## src/rtl/exu_shift_unit_pkg.sv

```systemverilog
// Shared execute-stage definitions for the shift unit: funct3 encodings,
// the result-FIFO entry type and the legality decode.
package exu_pkg;

  localparam logic [2:0] FUNCT3_SLL = 3'b001;
  localparam logic [2:0] FUNCT3_SRX = 3'b101;

  // Entry result field is sized for the widest supported datapath.
  localparam int EXU_MAX_W = 64;

  typedef struct packed {
    logic [EXU_MAX_W-1:0] result;
    logic [4:0]           rd;
    logic                 illegal;
  } exu_shift_entry_t;

  function automatic logic shift_legal(input logic [2:0] funct3, input logic funct7_5);
    return (funct3 == FUNCT3_SRX) || ((funct3 == FUNCT3_SLL) && !funct7_5);
  endfunction

endpackage

```

## src/rtl/exu_shift_unit_shift.sv

```systemverilog
// Combinational barrel shifter: SLL, SRL, or SRA with sign replication from din MSB.
module Shift #(
  parameter int WIDTH = 32
) (
  input  logic [WIDTH-1:0] din,
  input  logic [WIDTH-1:0] ins,
  input  logic             is_left,
  input  logic             is_logical,
  output logic [WIDTH-1:0] dout
);

  always_comb begin
    if (is_left)         dout = din << ins;
    else if (is_logical) dout = din >> ins;
    else                 dout = $signed(din) >>> ins;
  end

endmodule

```

## src/rtl/exu_shift_unit.sv

```systemverilog
// Execute-stage shift wrapper: decodes RV32I shift ops, drives the Shift
// datapath and buffers results in a 2-entry FIFO for writeback backpressure.
module exu_shift_unit
  import exu_pkg::*;
#(
  parameter int WIDTH = 32,
  parameter int SHW   = $clog2(WIDTH)
) (
  input  logic             clk,
  input  logic             rst,
  input  logic             flush,
  input  logic             in_valid,
  output logic             in_ready,
  input  logic [2:0]       in_funct3,
  input  logic             in_funct7_5,
  input  logic [WIDTH-1:0] in_src1,
  input  logic [WIDTH-1:0] in_src2,
  input  logic [4:0]       in_rd,
  output logic             out_valid,
  input  logic             out_ready,
  output logic [WIDTH-1:0] out_result,
  output logic [4:0]       out_rd,
  output logic             out_illegal
);

  logic             is_left, is_logical, legal;
  logic [WIDTH-1:0] shamt, sh_out;
  logic             push, pop;

  exu_shift_entry_t       wr_entry, head;
  exu_shift_entry_t [1:0] mem_q;
  logic                   wptr_q, rptr_q;
  logic [1:0]             cnt_q, cnt_d;

  assign is_left    = (in_funct3 == FUNCT3_SLL);
  assign is_logical = !in_funct7_5;
  assign legal      = shift_legal(in_funct3, in_funct7_5);
  assign shamt      = WIDTH'(in_src2[SHW-1:0]);

  logic unused_src2_hi;
  assign unused_src2_hi = ^in_src2[WIDTH-1:SHW];

  Shift #(.WIDTH(WIDTH)) u_shift (
    .din        (in_src1),
    .ins        (shamt),
    .is_left    (is_left),
    .is_logical (is_logical),
    .dout       (sh_out)
  );

  always_comb begin
    wr_entry         = '0;
    wr_entry.result  = legal ? EXU_MAX_W'(sh_out) : '0;
    wr_entry.rd      = in_rd;
    wr_entry.illegal = !legal;
  end

  // in_ready depends on registered count only; no bypass when full.
  assign in_ready  = (cnt_q != 2'd2);
  assign out_valid = (cnt_q != 2'd0);
  assign push      = in_valid && in_ready && !flush;
  assign pop       = out_valid && out_ready && !flush;

  always_comb begin
    cnt_d = cnt_q;
    if (flush)              cnt_d = '0;
    else if (push && !pop)  cnt_d = cnt_q + 2'd1;
    else if (pop && !push)  cnt_d = cnt_q - 2'd1;
  end

  always_ff @(posedge clk or posedge rst) begin
    if (rst) begin
      cnt_q  <= '0;
      wptr_q <= 1'b0;
      rptr_q <= 1'b0;
      mem_q  <= '0;
    end else begin
      cnt_q <= cnt_d;
      if (flush) begin
        wptr_q <= 1'b0;
        rptr_q <= 1'b0;
      end else begin
        if (push) begin
          mem_q[wptr_q] <= wr_entry;
          wptr_q        <= ~wptr_q;
        end
        if (pop) rptr_q <= ~rptr_q;
      end
    end
  end

  assign head        = mem_q[rptr_q];
  assign out_result  = head.result[WIDTH-1:0];
  assign out_rd      = head.rd;
  assign out_illegal = head.illegal;

  if (WIDTH < EXU_MAX_W) begin : g_result_hi
    logic unused_result_hi;
    assign unused_result_hi = ^head.result[EXU_MAX_W-1:WIDTH];
  end

endmodule

```

## config.mk

```make
export PLATFORM = sky130hd
export DESIGN_NAME = exu_shift_unit
export DESIGN_NICKNAME = d
export VERILOG_FILES = /design/src/rtl/exu_shift_unit_pkg.sv /design/src/rtl/exu_shift_unit_shift.sv /design/src/rtl/exu_shift_unit.sv
export SDC_FILE = /design/constraint.sdc
export NUM_CORES = 1
export LEC_CHECK = 0
export CORE_ASPECT_RATIO = 0.75
export CORE_MARGIN = 10
export CORE_UTILIZATION = 50
export DETAILED_ROUTE_END_ITERATION = 8
export PLACE_DENSITY = 0.75
export REMOVE_ABC_BUFFERS = 1
export SLEW_MARGIN = 20
export SYNTH_ARGS = -nofsm -noshare
export SYNTH_HDL_FRONTEND = slang
export SYNTH_SLANG_ARGS = --single-unit
```

## constraint.sdc

```tcl
create_clock -name clk -period 2.9 [get_ports clk]
set_input_delay 0.58 -clock clk [delete_from_list [all_inputs] [get_ports clk]]
set_output_delay 0.58 -clock clk [all_outputs]
set_load 0.05 [all_outputs]
```

# Word level (Yosys, flattened, before mapping)
# Cells that the tools add are included.
# word_totals
reg_bits	144
in_bits	78
out_inout_bits	40
word_cells	57
# op_classes
add_sub_neg	2
magnitude_cmp	3
n_eq_ne	3
shifts	3
mux	15
n_bitwise	3
reduce_logical	19
# ops
operator	count
140-bit bitwise mux	1
32-bit two-way mux	3
38-bit two-way mux	2
70-bit demux with 1-bit select	1
70-bit two-way mux	1
32-bit by 5-bit left shift with 32-bit output	1
32-bit by 5-bit >> shifter with 32-bit output	1
32-bit by 5-bit >>> shifter with 32-bit output	1
1-bit logical AND	8
2-bit two-way mux	3
2-bit nonzero test	3
1-bit zero test	5
1-bit by 2-bit less-than comparator with 1-bit output, second input constant	2
1-bit two-way mux	4
3-bit by 1-bit == test with 1-bit output, second input constant	1
3-bit == test, second input constant	1
1-bit inverter	3
3-bit nonzero test	1
2-bit by 1-bit adder with 2-bit output, second input constant	1
2-bit != test, second input constant	1
2-bit AND reduction	1
2-bit by 1-bit subtractor with 2-bit output, second input constant	1
1-bit >= comparator, second input constant	1
1-bit logical OR	1

# Logic depth before layout (Yosys ltp)
# Gate-level depths: netlist (run 1).
# logic_depth
word_depth	8
depth_mapped	10
mapped_depth_nobuf	6

# By module
# From an unflattened synthesis (run 1), not the netlist that was laid out.
# hier_totals
hier_cells	952
area_unflattened_um2	9191.3
# by_module_without_submodules
module	instances	cells_per_inst	area_each_um2	seq_area_each_um2
Shift	1	680	5411.4	0.0
exu_shift_unit	1	272	3779.9	2001.9

# Worst setup path after synthesis (run 1)
# Ideal clock, no wire load.
# synth_path
path_kind	in2reg
from	input port in_src2[0]
to	register mem_q[100] (netlist name)
setup_ns	0.125
t_arrival_ns	2.283
slack_ns	0.492
stages	9
n_path_buf	3
cell_sequence	buf_6 > buf_6 > buf_6 > mux4_2 > mux2i_4 > nor2_1 > a311oi_2 > a21oi_1 > mux2_2
# synth_via
elab_chain_len	5
# synth_rtl
element	line_no	rtl
start, declared	exu_shift_unit.sv:17	input logic [WIDTH-1:0] in_src2,
32-bit by 5-bit >> shifter with 32-bit output or 32-bit by 5-bit >>> shifter with 32-bit output (tied branches)	exu_shift_unit_shift.sv:14, exu_shift_unit_shift.sv:15	
32-bit two-way mux	exu_shift_unit_shift.sv:14	else if (is_logical) dout = din >> ins;
32-bit two-way mux *	exu_shift_unit_shift.sv:13	if (is_left) dout = din << ins;
32-bit two-way mux *	exu_shift_unit.sv:53	wr_entry.result = legal ? EXU_MAX_W'(sh_out) : '0;
140-bit bitwise mux *	exu_shift_unit.sv:84	mem_q[wptr_q] <= wr_entry;
end signal, assigned by index	exu_shift_unit.sv:84	
end, declared	exu_shift_unit.sv:31	exu_shift_entry_t [1:0] mem_q;
# Mark *: on every way between the ends. The rest lies on a longest branch, timed or not.
# A chain may end at the register's enable or synchronous reset.

# Worst setup path after layout (run 1)
# layout_path
from	input port in_funct3[1]
to	register mem_q[101] (netlist name)
# layout_via
elab_chain_len	5
# layout_rtl
element	line_no	rtl
start, declared	exu_shift_unit.sv:14	input logic [2:0] in_funct3,
3-bit by 1-bit == test with 1-bit output	exu_shift_unit_pkg.sv:18, exu_shift_unit.sv:35	
1-bit logical AND	exu_shift_unit_pkg.sv:18	return (funct3 == FUNCT3_SRX) || ((funct3 == FUNCT3_SLL) && !funct7_5);
1-bit logical OR	exu_shift_unit_pkg.sv:18	
32-bit two-way mux *	exu_shift_unit.sv:53	
140-bit bitwise mux *	exu_shift_unit.sv:84	
# Marks and branches as above.

==> results of run 1 <==
-- logic make-up after synthesis --
logic type,Yosys count,synth area share
and+or+nand+nor,268,0.1587
AOI/OAI and AO/OA,259,0.2236
muxes,174,0.2988
xor gates and xnor gates,2,0.002279
DFF,80,0.2604
buffers and inverters,84,0.05615
-- state kept, by name (all words and copies together), names as in the netlist --
name / flops
cnt_q: 2
mem_q: 76
rptr_q: 1
wptr_q: 1
-- through the flow --
| step | setup slack (ns) | area, um^2 | utilization | setup TNS (ns) |
|---|---|---|---|---|
| after floorplan | -1.387 | 7286 | - | -35.94 |
| after global placement | 0.01497 | 10090 | 0.6669 | 0 |
| after detailed placement | -0.03913 | 10090 | 0.6669 | -0.05943 |
| after CTS | 0.3142 | 10410 | 0.6882 | 0 |
| after global routing | 0.05927 | 10410 | 0.6882 | 0 |
| final | 0.2575 | 10410 | 0.6882 | 0 |
-- power by group through the flow --
stage	registers (uW)	clock network [uW]	logic (uW)
floorplan	1400	0	1170
global placement	1400	0	2250
detailed placement	1420	0	2270
CTS	1400	1220	2280
global route	1420	1280	2420
finish	1400	1210	2310
-- tightest hold or removal path: stages, from the launching register on --
cell and delay [ns]:
dfrtp_1 0.34, nand2_1 0.04, o21ai_0 0.05
-- how the worst max path moves through the flow --
stage / cells past startpoint / slack, ns / endpoint
floorplan: 6 / -1.39 / mem_q[78]$_DFFE_PP0P_
global placement: 8 / 0.01 / mem_q[98]$_DFFE_PP0P_
detailed placement: 8 / -0.04 / mem_q[29]$_DFFE_PP0P_
CTS: 8 / 0.31 / mem_q[29]$_DFFE_PP0P_
global route: 9 / 0.06 / mem_q[101]$_DFFE_PP0P_
finish: 7 / 0.26 / mem_q[101]$_DFFE_PP0P_
-- cell type report --
| class | instances | area, um^2 |
|---|---|---|
| sequential | 80 | 2002 |
| timing repair buffer | 242 | 2535 |
| fill | 1212 | 4717 |
| multi-input combinational | 703 | 5265 |
| tap | 205 | 256.5 |
| clock inverter | 6 | 92.59 |
| inverter | 8 | 30.03 |
| clock buffer | 10 | 229.0 |
-- Yosys cell counts, types with 3 or more instances --
cell type  count
mux4_2        32
mux2i_1       47
nor2_1        84
o32ai_1        4
clkbuf_1      47
nand2b_1       9
mux2_2        89
buf_12         3
buf_1          3
o21ai_0       58
nand3_1       15
a211o_1        5
buf_2         15
o21bai_1       3
o2111ai_1      4
dfrtp_1       80
a32oi_1        3
or3_1          6
nor3_1        11
a31oi_1       32
a22o_1         9
mux2_4         3
a221oi_1       7
buf_4          3
o22ai_1       23
nand4_1        4
buf_6          5
a21oi_1       37
or2_2          6
o211ai_1       5
nor2b_1        9
o21ai_1       11
a211oi_1      10
o221ai_1       4
a22oi_1       13
and2_1         5
inv_1          7
nand2_1      100
-- metal layers --
metal / global-route usage / vias up / share of wire
li1: - / 3669 / -
met1: 0.4173 / 3974 / 0.43
met2: 0.4200 / 563 / 0.42
met3: 0.08312 / 51 / 0.13
met4: 0.06138 / 0 / 0.022
met5: 0 / - / 0
==> results.txt, run 1 <==
Vias/cell: 6.585
Arrival time at the worst endpoint: 2.89 ns
Cells after Synth: 867
Final critical-path required period: 2.643 ns
Initial DRT Pass Iterations: 6
Worst R2R Setup Slack: 0.86 ns
ANT nets after route: 0
Hold Buf Count CTS: 0
Sink Count: 80
Worst Setup End Kind: flop
CP startpoint: in_funct3[1]
Delay-heaviest family, CP: compound AO/OA/AOI/OAI gates
Asr flop ratio synth: 1.000
Layout area overhead: 35.42%
Synth area leaders: dfrtp_1 (26%), mux2_2 (13%), mux4_2 (9.4%)
Routed vias: 8257
Final wirelength: 30870 um
Worst-path clk slew: 0.06 ns
Total track usage: 0.2898
Drt first-iter violations: 1053
Fmax: 378.4 MHz
Slowest library cell on the worst path: clkdlybuf4s50_1
Synth Area per Inst: 8.867 um^2
Switching share of power: 0.3677
Post-cts gate resize count: 0
Setup violators final: 0
Die ar.: 20790 um^2
Fin Clk Skew: 0.008346 ns
Setup CP Type: in2reg
CP max stage delay: 0.53 ns
Ant. Diodes: 0
Startpoint types: primary input
Worst Reg-to-Reg Cells: 6
RD Place Congestion: 1.021
Clk_lat worst skew: 0.33 ns
CTS tree: built
Leak: 0.004458 uW
Most frequent cells in the layout: buf_4 (143), nand2_1 (100), mux2_2 (89)
Post-CTS Setup Bufs: 0
Mapped Area: 7687 um^2
Clock power frac: 0.246
Total gr overflow: 0
Final Slew Violations: 0
Initial Util: 0.5082
Synth unique cells: 78
Post-route insts no fill: 1254
Layout cell share with drive strength beyond 1: 0.3384
Normalized max-slew margin: 0.5606
Core footprint: 15130 um^2
First-pass GRT wire length: 47760 um
IO Pins: 118
CTS Root Cell: clkbuf_16
Number of synthesized flops with an enable pin: 0
Worst Path Required: 3.15 ns
Worst-margin pin slew: 0.6582 ns
Routed wire per std cell: 24.61 um
Switch Pwr: 1810 uW
Hold Path Sink: mem_q[31]$_DFFE_PP0P_
Status: complete, no violations
Synthesis-stage register bit count: 80
Reg2reg start: cnt_q[0]$_DFFE_PP0P_
Max Cap Viol: 0
RSZ-0062 raised after global routing: no
Initial antenna violation count: 0
Hpwl dp: 24460 um
PD cells: 472.8 nW/um^2
Port Buffer Count: 90
Reg-to-Reg End: mem_q[14]$_DFFE_PP0P_
Yosys top cell by area: dfrtp_1
Internal Power: 3112 uW
CTS buffer count: 9
Sequential Power Share: 0.285
Most Frequent Cell on Critical Path: o21ai_0
Total power: 4922 uW
Vias in the first global route: 7994
Fin crit share: 0.9112
Tightest Hold Check Type: reg2reg
Placed cells: 1238
Hold depth: 2
Final net count: 1122
Worst vdd ir: 0.3494 mV
Synth Warn #: 0
Primary FF master, synth: dfrtp_1
Commonest non-fill, non-tap cell in the layout: buf_4
H-tree Lvls: 3
Final hold violation count: 0
Sequential cell area fraction in the yosys report: 0.2604
Largest net degree at the start of global routing: 51
Gate power share: 0.469
DRC viols: 0
Die W: 163.2 um
Cell row count: 39
Hold Crit Start: mem_q[31]$_DFFE_PP0P_
Clk buf depth: 2
CP max FO: 15
WP buf/inv: 2
Post-synth top area share: 0.2604
CP cell instances: clkdlybuf4s50_1, or3b_2, o21ai_0, a311oi_1, nor3_1, buf_4, o21ai_0
Hold WS: 0.4723 ns
DIE HEIGHT: 127.4 um
Power figures use the tool's default switching activity.
==> run 2, diff against run 1 <==
--- a/config.mk
+++ b/config.mk
@@ -11,6 +11,7 @@
 export DETAILED_ROUTE_END_ITERATION = 8
 export PLACE_DENSITY = 0.75
 export REMOVE_ABC_BUFFERS = 1
+export SETUP_SLACK_MARGIN = 0.3
 export SLEW_MARGIN = 20
 export SYNTH_ARGS = -nofsm -noshare
 export SYNTH_HDL_FRONTEND = slang
==> run 2 against run 1 <==
Effect of this change: utilization increased by 0.55 points; hold slack barely moved; design area increased by 0.80%; clock skew increased by 0.00061 ns; non-clock buffer count is the same; register-to-register slack about the same; global-route usage is the same; combinational power hardly changed; sequential share of layout area is 0.15 points lower; largest cell class unchanged.
==> results.txt, run 2 (synthesis results as in run 1) <==
Top Registers: mem_q x76, cnt_q x2
Arrival time at the worst endpoint: 2.81 ns
Drt first-iter violations: 1165
CTS tree: built
CTS buffer count: 9
Tightest Hold Check Type: reg2reg
Hold Buf Count CTS: 0
Die ar.: 20790 um^2
Cell row count: 39
Post-route core utilization: 0.6937
Commonest non-fill, non-tap cell in the layout: buf_4
Switch Pwr: 1818 uW
Layout area overhead: 36.51%
Status: complete, no violations
Total power: 4935 uW
Layout cell share with drive strength beyond 1: 0.3460
Most flops, register: mem_q
Clock power frac: 0.246
Core footprint: 15130 um^2
ANT nets after route: 0
Fin Clk Skew: 0.008954 ns
Setup TNS: 0 ns
Ant. Diodes: 0
Fmax: 386.1 MHz
Worst vdd ir: 0.3494 mV
Max reg flops: 76
Final hold violation count: 0
CTS Root Cell: clkbuf_16
First-pass GRT wire length: 47760 um
Leak: 0.004559 uW
Die W: 163.2 um
Most frequent cells in the layout: buf_4 (141), nand2_1 (99), mux2_2 (87)
RD Place Congestion: 1.021
Final wirelength: 30940 um
Worst-path clk slew: 0.06 ns
DRC viols: 0
Hold WS: 0.4725 ns
DIE HEIGHT: 127.4 um
Initial antenna violation count: 0
IO Pins: 118
Worst Path Required: 3.12 ns
Gate power share: 0.470
Sink Count: 80
Switching share of power: 0.3684
CP max FO: 5
Hpwl dp: 24460 um
Setup CP Type: in2reg
H-tree Lvls: 3
Post-route insts no fill: 1254
Placed cells: 1238
Largest net degree at the start of global routing: 51
Total track usage: 0.2898
Internal Power: 3117 uW
Clk buf depth: 2
Total gr overflow: 0
Initial Util: 0.5082
Worst-margin pin slew: 0.6562 ns
Normalized max-slew margin: 0.5619
PD cells: 470.2 nW/um^2
Final net count: 1122
Startpoint types: primary input
Port Buffer Count: 90
Vias/cell: 6.596
Clk_lat worst skew: 0.34 ns
Setup violators final: 0
Routed vias: 8272
Routed wire per std cell: 24.67 um
Initial DRT Pass Iterations: 6
Max Cap Viol: 0
Worst Setup End Kind: flop
Fin crit share: 0.8930
Final Slew Violations: 0
Vias in the first global route: 7994
RSZ-0062 raised after global routing: yes
Final critical-path required period: 2.590 ns
Sequential Power Share: 0.284
## run 2: cell count changes in the layout (fill, tap and decap cells not counted), moves of 2 or more
cell             before  now
dlymetal6s2s_1        0    9
mux2_2               89   87
buf_4               143  141
buf_6                 0    2
a31oi_2               0    2
a31oi_1              32   30
mux2_4                3    5
clkdlybuf4s50_1      49   40
## run 2: layout make-up
cell class / count / area (um^2)
Multi-Input combinational cell: 703 / 5319
Tap cell: 205 / 256.5
Fill cell: 1199 / 4633
Inverter: 8 / 30.03
Sequential cell: 80 / 2002
Clock inverter: 6 / 92.59
Clock buffer: 10 / 229.0
Timing Repair Buffer: 242 / 2565
## run 2: timing repair
| item | CTS | global route |
|---|---|---|
| buffers inserted | 0 | 0 |
| resized for setup | 0 | 23 |
| endpoints found under the setup margin | 0 | 36 |
## run 2: metrics by stage
stage | setup WS, ns | instance area, um^2
finish | 0.3102 | 10490
CTS | 0.3142 | 10410
global route | 0.2570 | 10490
detailed placement | -0.03913 | 10090
global placement | 0.01497 | 10090
floorplan | -1.387 | 7286
## run 2: path summary, 6_finish.rpt
| check | slack, ns | cells past startpoint | end | from |
|---|---|---|---|---|
| min in group asynchronous | 0.66 | 2 | mem_q[0]$_DFFE_PP0P_ | rst |
| hold reg to reg | 0.47 | 2 | mem_q[31]$_DFFE_PP0P_ | mem_q[31]$_DFFE_PP0P_ |
| hold / removal | 0.47 | 2 | mem_q[31]$_DFFE_PP0P_ | mem_q[31]$_DFFE_PP0P_ |
| max in group asynchronous | 1.54 | 3 | mem_q[81]$_DFFE_PP0P_ | rst |
| setup / recovery | 0.31 | 9 | mem_q[98]$_DFFE_PP0P_ | in_src1[5] |
| setup reg to reg | 0.87 | 6 | mem_q[14]$_DFFE_PP0P_ | cnt_q[0]$_DFFE_PP0P_ |
## run 2: power groups by stage
stage | clock (uW) | combinational [uW] | sequential [uW]
floorplan | 0 | 1170 | 1400
global placement | 0 | 2250 | 1400
detailed placement | 0 | 2270 | 1420
CTS | 1220 | 2280 | 1400
global route | 1280 | 2430 | 1420
finish | 1210 | 2320 | 1400
## run 2: worst max-delay path: stages
cell and delay, ns:
clkdlybuf4s50_1 0.48, buf_4 0.19, mux2i_1 0.29, mux2_2 0.22, mux2i_1 0.16, a32oi_1 0.26
o21ai_1 0.17, buf_4 0.20, mux2_2 0.26
## run 2: metal layers
metal / vias to the layer above / track usage / part of all wire
met5: - / 0 / 0
met4: 0 / 0.06138 / 0.024
met3: 59 / 0.08312 / 0.12
met2: 573 / 0.4200 / 0.42
met1: 3980 / 0.4173 / 0.43
li1: 3660 / - / -
==> run 3, diff against run 2 <==
--- a/config.mk
+++ b/config.mk
@@ -9,10 +9,11 @@
 export CORE_MARGIN = 10
 export CORE_UTILIZATION = 50
 export DETAILED_ROUTE_END_ITERATION = 8
-export PLACE_DENSITY = 0.75
+export PLACE_DENSITY = 0.73
 export REMOVE_ABC_BUFFERS = 1
 export SETUP_SLACK_MARGIN = 0.3
 export SLEW_MARGIN = 20
 export SYNTH_ARGS = -nofsm -noshare
 export SYNTH_HDL_FRONTEND = slang
+export SYNTH_HIERARCHICAL = 1
 export SYNTH_SLANG_ARGS = --single-unit
==> run 3 against run 2 <==
Effect of this change: synthesized cell count rose by 9.8%; power fell by 9.0%; area after synthesis grew 20%; worst setup slack got worse by 0.10 ns; hold slack improved by 0.0095 ns; non-clock buffer count grew 134; clock-buffer cell count is 1 lower; design area increased by 30%; clock skew about the same; critical endpoint is now mem_q[32]$_DFFE_PP0P_.
==> results.txt, run 3 <==
RSZ-0062 raised after global routing: yes
Uppermost layer routed: met4
Worst vdd ir: 0.4111 mV
Synth Area per Inst: 9.655 um^2
Final wirelength: 40510 um
Largest family of logic cells by synthesized area: multiplexers
Commonest non-fill, non-tap cell in the layout: buf_4
Sequential cell area fraction in the yosys report: 0.2178
DRC viols: 0
IO Pins: 118
Mapped Area: 9191 um^2
Compound-Gate Fraction of Synth Area: 0.1753
Clk_lat worst skew: 0.34 ns
Worst-margin pin slew: 0.6199 ns
Fmax: 371.2 MHz
Metal2 WL: 16930 um
Total power: 4489 uW
Synthesis-stage register bit count: 80
Metal-1 WL: 16220 um
Core footprint: 17870 um^2
H-tree Lvls: 3
Xor/xnor cell area share of the yosys netlist: 0.0009529
Total track usage: 0.3195
Simple-gate portion of the synthesized area: 0.1653
Routed wire per std cell: 26.60 um
Setup violators final: 0
DIE HEIGHT: 137.4 um
Die W: 176.6 um
Cell row count: 42
Max reg flops: 76
Arrival time at the worst endpoint: 2.91 ns
Number of synthesized flops with an enable pin: 0
Routed vias: 10.30k
Post-synth top area share: 0.2178
Top Registers: mem_q x76, cnt_q x2
RD Place Congestion: 1.089
CTS tree: built
Worst Setup End Kind: flop
ANT nets after route: 0
Startpoint types: primary input
CTS Root Cell: clkbuf_16
Most frequent cells in the layout: buf_4 (247), dfrtp_1 (80), mux2_2 (67)
Leak: 0.005959 uW
Drt first-iter violations: 1699
First-pass GRT wire length: 60390 um
Hpwl dp: 29880 um
Yosys top cell by area: dfrtp_1
PD cells: 329.7 nW/um^2
Port Buffer Count: 90
Synth unique cells: 81
Ant. Diodes: 0
Fin Clk Skew: 0.008525 ns
Total gr overflow: 0
Final net count: 1354
Final Slew Violations: 0
Setup CP Type: in2reg
Layout area overhead: 48.12%
Final hold violation count: 0
Max Cap Viol: 0
Primary FF master, synth: dfrtp_1
Post-route insts no fill: 1523
Post-synth top cells: dfrtp_1 (80), mux2_2 (78), nor2_1 (69), mux4_2 (66), mux2_1 (57)
Hold Buf Count CTS: 0
Post-route core utilization: 0.7620
Count leader, synth: dfrtp_1
DP Area: 12510 um^2
Most flops, register: mem_q
Final critical-path required period: 2.694 ns
Setup TNS: 0 ns
Met3 wire length: 5867 um
Layout cell share with drive strength beyond 1: 0.4902
Asr flop ratio synth: 1.000
Worst Path Required: 3.12 ns
Post-Layout Inst Area: 13610 um^2
Die ar.: 24260 um^2
Adder-Cell Fraction of Synth Area: 0
CP max FO: 7
Cells after Synth: 952
Tightest Hold Check Type: reg2reg
Initial DRT Pass Iterations: 7
Fin crit share: 0.9290
Post-synthesis mux area share: 0.3805
Placed cells: 1484
Initial antenna violation count: 0
Largest net degree at the start of global routing: 54
Vias in the first global route: 9954
Worst-path clk slew: 0.06 ns
Vias/cell: 6.763
Normalized max-slew margin: 0.5861
Initial Util: 0.5144
Sink Count: 80
Synth area leaders: dfrtp_1 (22%), mux4_2 (16%), mux2_2 (9.6%)
Synth Warn #: 6
CTS buffer count: 9
Status: complete, no violations
Clk buf depth: 2
==> run 3: cell count changes after synthesis, moves of 11 or more <==
cell / before / now
and3_1: 2 / 38
o22ai_1: 23 / 3
mux4_2: 32 / 66
nor2_1: 84 / 69
nor4_1: 2 / 13
mux2_2: 89 / 78
nand2_1: 100 / 56
o21ai_0: 58 / 36
a31oi_1: 32 / 10
nor3_1: 11 / 28
mux2_1: 0 / 57
==> run 3: metrics by stage <==
stage / hold WS (ns) / setup WS (ns)
final: 0.4820 / 0.2060
after CTS: 0.4873 / 0.2881
after floorplan: 0.4522 / -0.7201
after global routing: 0.4988 / 0.2327
after global placement: 0.4613 / -0.6062
after detailed placement: 0.4692 / -0.5939
==> run 3: layout make-up <==
| class | count | area [um^2] |
|---|---|---|
| clock buffers | 9 | 225.2 |
| clock inverters | 7 | 60.06 |
| fillers | 1216 | 4253 |
| inverters | 13 | 48.80 |
| multi-input cells | 796 | 7327 |
| flip-flops and latches | 80 | 2002 |
| well taps | 242 | 302.8 |
| repair buffers | 376 | 3649 |
==> run 3: kinds of logic (layout without fill, tap and decap cells) <==
logic type      count (synthesis)  after routing
buf+inv                       114            405
other cells                     1             39
mux                           250            250
compound gates                220            220
flops                          80             80
xor+xnor                        1              1
simple gates                  286            286
==> run 3: timing repair <==
action | in CTS | in global routing
setup buffers | 8 | 9
gates resized for setup | 190 | 97
pin swaps | 23 | 23
cloned | 3 | 3
endpoints found under the setup margin | 64 | 63
==> run 3: final timing paths <==
path / startpoint / endpoint / depth (start not counted) / slack (ns)
worst max-delay path: in_src2[0] / mem_q[32]$_DFFE_PP0P_ / 9 / 0.21
worst min-delay path: mem_q[84]$_DFFE_PP0P_ / mem_q[84]$_DFFE_PP0P_ / 1 / 0.48
worst max register to register: cnt_q[1]$_DFFE_PP0P_ / mem_q[71]$_DFFE_PP0P_ / 4 / 1.21
worst min register to register: mem_q[84]$_DFFE_PP0P_ / mem_q[84]$_DFFE_PP0P_ / 1 / 0.48
max in group asynchronous: rst / mem_q[12]$_DFFE_PP0P_ / 3 / 1.62
min in group asynchronous: rst / mem_q[70]$_DFFE_PP0P_ / 2 / 0.65
==> run 3: metal layers <==
metal  global-route usage  vias to the layer above
li1                     -                     4399
met1               0.4472                     5019
met2               0.4610                      763
met3               0.1034                      119
met4              0.09129                        0
met5                    0                        -
==> run 3: critical path, cell delays in order <==
cell	delay [ns]
clkbuf_16	0.15
mux4_2	0.58
nand2b_4	0.17
a32o_2	0.29
nand4_1	0.14
o311ai_1	0.11
or3_1	0.42
and3_4	0.19
mux2_4	0.26
==> run 3: where the power goes <==
part | internal (uW) | switching [uW]
Clock | 595 | 493
Combinational | 1030 | 1100
Sequential | 1220 | 55.4
